==> config.mk <==
export PLATFORM = sky130hd
export DESIGN_NAME = hazard_stall_controller
export DESIGN_NICKNAME = d
export VERILOG_FILES = /design/src/rtl/hazard_stall_controller.sv
export SDC_FILE = /design/constraint.sdc
export NUM_CORES = 1
export LEC_CHECK = 0
export BUFFER_PORTS_ARGS = -buffer_cell sky130_fd_sc_hd__buf_2
export CORE_MARGIN = 1.5
export CORE_UTILIZATION = 40
export DETAILED_ROUTE_END_ITERATION = 8
export PLACE_DENSITY = 0.95
export REMOVE_ABC_BUFFERS = 1
export SLEW_MARGIN = 5
export SYNTH_ARGS = -nofsm -noshare
export SYNTH_HDL_FRONTEND = slang
export SYNTH_SLANG_ARGS = --single-unit
==> constraint.sdc <==
create_clock -name clk -period 1.7 [get_ports clk]
set_input_delay 0 -clock clk [delete_from_list [all_inputs] [get_ports clk]]
set_output_delay 0 -clock clk [all_outputs]
set_load 0.01 [all_outputs]
==> src/rtl/hazard_stall_controller.sv <==
// Pipeline sequencer for the 5-stage MIPS core: load-use/branch hazards, multi-cycle EXE freeze and memory wait.
// Optional statistics counters are enabled with the HAZ_STATS_EN macro.
module hazard_stall_controller #(
  parameter int MULTI_LAT = 4,
  parameter int CNT_W     = 16
) (
  input  logic             clk,
  input  logic             rst_n,
  input  logic             id_valid,
  input  logic [4:0]       id_rs,
  input  logic [4:0]       id_rt,
  input  logic             id_uses_rt,
  input  logic             ex_mem_read,
  input  logic [4:0]       ex_rt,
  input  logic             ex_multi_start,
  input  logic             ex_branch_taken,
  input  logic             mem_stall,
  output logic             pc_we,
  output logic             ifid_we,
  output logic             ifid_flush,
  output logic             idex_we,
  output logic             idex_bubble,
  output logic             exmem_we,
  output logic             exmem_bubble,
  output logic             memwb_we,
  output logic             ex_busy,
  output logic [CNT_W-1:0] stat_stalls,
  output logic [CNT_W-1:0] stat_flushes
);

  typedef enum logic [0:0] {RUN = 1'b0, MULTI = 1'b1} state_t;

  localparam logic [3:0] CNT_INIT = 4'(MULTI_LAT - 1);

  state_t     state_r, state_nxt_s;
  logic [3:0] cnt_r, cnt_nxt_s;
  logic       load_use_s;
  logic       pc_we_s, ifid_we_s, ifid_flush_s, idex_we_s, idex_bubble_s;
  logic       exmem_we_s, exmem_bubble_s, memwb_we_s, ex_busy_s;

  assign load_use_s = id_valid & ex_mem_read & (ex_rt != 5'd0) &
                      ((ex_rt == id_rs) | (id_uses_rt & (ex_rt == id_rt)));

  // State and countdown register.
  always_ff @(posedge clk or negedge rst_n) begin
    if (!rst_n) begin
      state_r <= RUN;
      cnt_r   <= 4'd0;
    end else begin
      state_r <= state_nxt_s;
      cnt_r   <= cnt_nxt_s;
    end
  end

  // Next-state and Mealy control outputs, priority mem_stall > multi > branch > load-use.
  always_comb begin
    pc_we_s        = 1'b1;
    ifid_we_s      = 1'b1;
    ifid_flush_s   = 1'b0;
    idex_we_s      = 1'b1;
    idex_bubble_s  = 1'b0;
    exmem_we_s     = 1'b1;
    exmem_bubble_s = 1'b0;
    memwb_we_s     = 1'b1;
    ex_busy_s      = 1'b0;
    state_nxt_s    = state_r;
    cnt_nxt_s      = cnt_r;
    if (mem_stall) begin
      pc_we_s    = 1'b0;
      ifid_we_s  = 1'b0;
      idex_we_s  = 1'b0;
      exmem_we_s = 1'b0;
      memwb_we_s = 1'b0;
      ex_busy_s  = (state_r == MULTI);
    end else begin
      case (state_r)
        RUN: begin
          if (ex_multi_start) begin
            pc_we_s        = 1'b0;
            ifid_we_s      = 1'b0;
            idex_we_s      = 1'b0;
            exmem_we_s     = 1'b0;
            exmem_bubble_s = 1'b1;
            ex_busy_s      = 1'b1;
            state_nxt_s    = MULTI;
            cnt_nxt_s      = CNT_INIT;
          end else if (ex_branch_taken) begin
            ifid_flush_s  = 1'b1;
            idex_bubble_s = 1'b1;
          end else if (load_use_s) begin
            pc_we_s       = 1'b0;
            ifid_we_s     = 1'b0;
            idex_bubble_s = 1'b1;
          end else begin
            state_nxt_s = RUN;
          end
        end
        MULTI: begin
          pc_we_s        = 1'b0;
          ifid_we_s      = 1'b0;
          idex_we_s      = 1'b0;
          exmem_we_s     = 1'b0;
          exmem_bubble_s = 1'b1;
          ex_busy_s      = 1'b1;
          // Last occupied cycle: EXE_MEM captures the result instead of a bubble.
          if (cnt_r == 4'd1) begin
            exmem_bubble_s = 1'b0;
            exmem_we_s     = 1'b1;
            state_nxt_s    = RUN;
            cnt_nxt_s      = 4'd0;
          end else begin
            cnt_nxt_s = cnt_r - 4'd1;
          end
        end
        default: begin
          state_nxt_s = RUN;
          cnt_nxt_s   = 4'd0;
        end
      endcase
    end
  end

  // Reset forces every control low immediately, without waiting for a clock.
  assign pc_we        = rst_n & pc_we_s;
  assign ifid_we      = rst_n & ifid_we_s;
  assign ifid_flush   = rst_n & ifid_flush_s;
  assign idex_we      = rst_n & idex_we_s;
  assign idex_bubble  = rst_n & idex_bubble_s;
  assign exmem_we     = rst_n & exmem_we_s;
  assign exmem_bubble = rst_n & exmem_bubble_s;
  assign memwb_we     = rst_n & memwb_we_s;
  assign ex_busy      = rst_n & ex_busy_s;

`ifdef HAZ_STATS_EN
  logic [CNT_W-1:0] stalls_r, flushes_r;

  // Saturating stall and flush counters.
  always_ff @(posedge clk or negedge rst_n) begin
    if (!rst_n) begin
      stalls_r  <= {CNT_W{1'b0}};
      flushes_r <= {CNT_W{1'b0}};
    end else begin
      if (!pc_we && (stalls_r != {CNT_W{1'b1}})) begin
        stalls_r <= stalls_r + {{(CNT_W-1){1'b0}}, 1'b1};
      end else begin
        stalls_r <= stalls_r;
      end
      if (ifid_flush && (flushes_r != {CNT_W{1'b1}})) begin
        flushes_r <= flushes_r + {{(CNT_W-1){1'b0}}, 1'b1};
      end else begin
        flushes_r <= flushes_r;
      end
    end
  end

  assign stat_stalls  = stalls_r;
  assign stat_flushes = flushes_r;
`else
  assign stat_stalls  = {CNT_W{1'b0}};
  assign stat_flushes = {CNT_W{1'b0}};
`endif

endmodule
==> impl_metrics.csv <==
group,metric,value,unit
clock_network,cts_htree_levels,1,
floorplan,start_util,42.3,%
floorplan,core_area,0.00171,mm2
synthesis,synth_commonest_cells,"33 x buf_4, 9 x xor2_1, 7 x nor2_1",
cells_and_area,area.growth.synth_to_final,12.6,%
synthesis,yosysMostFrequentCell,"buf_4",
floorplan,io-pin-count,64,
worst_setup_path,worstPathArrival,1.57,ns
floorplan,die_w,45.5,um
floorplan,die_area,0.00207,mm2
cells_and_area,finalNonFillerCells,150,
detailed_routing,viasPerCell,4.25,
floorplan,die_h,45.5,um
grt,use_met3,6.35,%
cells_and_area,fin_util,47.7,%
synthesis,ys_warn_count,0,
grt,grt_pass1_vias,500,
grt,met1_usage,9.38,%
sta,fmax,639,MHz
grt,grt_overflow_total,0,
sta,period_minus_slack,1.57,ns
flow_run,maxCapViolations,0,
synthesis,yosysTopAreaCell,"buf_4",
detailed_routing,drtPass1Iterations,4,
place,portBuffers,31,
worst_hold_path,hp-class,"input pin to asynchronous set/reset pin",
worst_setup_path,critPathLaunchType,"flip-flop",
grt,grt_pass1_wl,1830,um
worst_setup_path,worst_path_max_delay_cell,"dfrtp_1",
detailed_routing,vias,638,
place,place_inst,145,
cells_and_area,final_nets,151,
grt,grt_use_met2,25.6,%
synthesis,synth_seq_cells,5,
worst_setup_path,crit_path_end_kind,"primary output",
sta,skew,0.000327,ns
clock_network,cts_tree,"built",
floorplan,rows,15,
grt,track_usage,12.6,%
pwr,p_leak,0.449,nW
place,dpl_cell_area,778,um2
worst_setup_path,path_cells,"inv_1 > ha_1 > nor3b_1 > a21oi_1 > and2_1 > buf_2",
clock_network,path_clk_slew,0.04,ns
synthesis,ys_seq_area_share,17.3,%
worst_setup_path,critPathBufInv,2,
sta,hold_ws,0.116,ns
clock_network,clk_latency,0.23,ns
cells_and_area,final_layout_size_suffix_gt1_share,28.8,%
synthesis,ys_types,27,
sta,drv_slew,0,
clock_network,cts-root-buf,"clkbuf_4",
synthesis,synth_top_area_share,34.3,%
synthesis,syn_area_per_cell,7.95,um2
synthesis,ys_top_cells_by_area,"buf_4 34%, dfrtp_1 17%, xor2_1 11%",
sta,tns,0,ns
pwr,vdd_ir_drop_max,0.678,mV
detailed_routing,drc_errors,0,
run_status,status,"finished, final reports clean",
clock_network,cts_buffer_depth,2,
sta,hold_viol,0,
synthesis,syn_area,723,um2
place,globalplace.congestion,0.789,
sta,finalSetupViolCount,0,
clock_network,cts_made_buffers,3,
synthesis,syn_inst,91,
worst_setup_path,slowest_delay,0.38,ns
clock_network,cts_resized,0,
cells_and_area,postLayoutCellArea,815,um2
place,hpwl,1170,um
sta,finalCritPeriodShare,92.1,%
detailed_routing,drtAntennaViolNets,0,
synthesis,async_flop_share,100,%
detailed_routing,wl_per_cell,8.78,um
synthesis,synth_edf_count,0,
detailed_routing,drt-initial-drc-count,12,
worst_setup_path,critPathMaxFanout,3,
detailed_routing,routed_wl,1320,um
clock_network,cts_sinks,5,
worst_setup_path,criticalPathCategory,"flip-flop to primary output",
worst_setup_path,critical_path.top_delay_family,"simple AND/OR/NAND/NOR gates",
grt,antenna_found_initial,0,
grt,busiest_layer,"met2",
cells_and_area,num_antenna_cells,0,
synthesis,ys.flop_type,"dfrtp_1",
sta,rsz0062_at_grt,"false",
pwr,power_density,639,mW/mm2
grt,grt_max_degree,9,
worst_setup_path,crit_required,1.70,ns
==> per-stage QoR <==
step	setup WS, ns	power (mW)
after global placement	0.450	0.365
after global routing	0.00755	0.570
final	0.134	0.520
after detailed placement	0.399	0.386
after floorplan	0.562	0.312
after CTS	0.124	0.529
==> metal layers <==
metal	wire (um)	up-vias
met5	0	-
met4	0	0
met3	143	0
met2	717	38
met1	456	292
li1	-	308
==> cells in the final DEF (no fill, tap or decap), drive strengths merged, types with 2 or more instances in the layout <==
master / count
xor2: 9
inv: 4
o21ai: 4
clkbuf: 4
nand2b: 2
conb: 32
ha: 2
dfrtp: 5
buf: 31
nor2: 7
a21oi: 6
nor3: 3
nor2b: 2
==> cell families after synthesis <==
family          count (synthesis)  share of synthesized area [%]
other cells                     1                          0.519
mux                             1                           1.38
flops                           5                           17.3
xor+xnor                       10                           12.1
compound gates                 15                           12.6
simple gates                   20                           16.3
buf+inv                        37                           36.3
fa+ha+maj                       2                           3.46
==> worst reg2reg max path, stage by stage, from the launching register on <==
cell and delay, ns:
dfrtp_1 0.38, inv_1 0.09, ha_1 0.15, nor3b_1 0.29, nand2b_1 0.19, o21ai_1 0.09
==> area by class of cell <==
type / instances / area (um2)
Clock buffer: 4 / 26.3
Inverter: 4 / 15.0
Sequential cell: 5 / 125
Fill cell: 159 / 893
Timing Repair Buffer: 32 / 165
Multi-Input combinational cell: 80 / 452
Tap cell: 25 / 31.3
==> flip-flops by register name, indices dropped and copies added (netlist names) <==
register / count
cnt_r: 4
state_r: 1
==> final timing paths <==
| kind | startpoint | to | slack, ns | cells after the start |
|---|---|---|---|---|
| max reg2reg | cnt_r[1] | cnt_r[2] | 0.40 | 5 |
| min | rst_n | cnt_r[0] | 0.12 | 2 |
| min reg2reg | cnt_r[0] | cnt_r[0] | 0.53 | 1 |
| min in group clk | ex_multi_start | state_r | 0.12 | 3 |
| max | cnt_r[1] | exmem_bubble | 0.13 | 6 |
| max in group asynchronous | rst_n | cnt_r[2] | 1.43 | 2 |
==> report_power, final <==
group	internal (mW)	switching [mW]
Combinational	0.0828	0.117
Sequential	0.153	0.0350
Clock	0.0884	0.0439
==> what timing repair did <==
item	4_1_cts	5_1_grt
hold endpoints to repair	5	0
hold buffers	1	0
buffers inserted	0	0
Power figures use the tool's default switching activity.
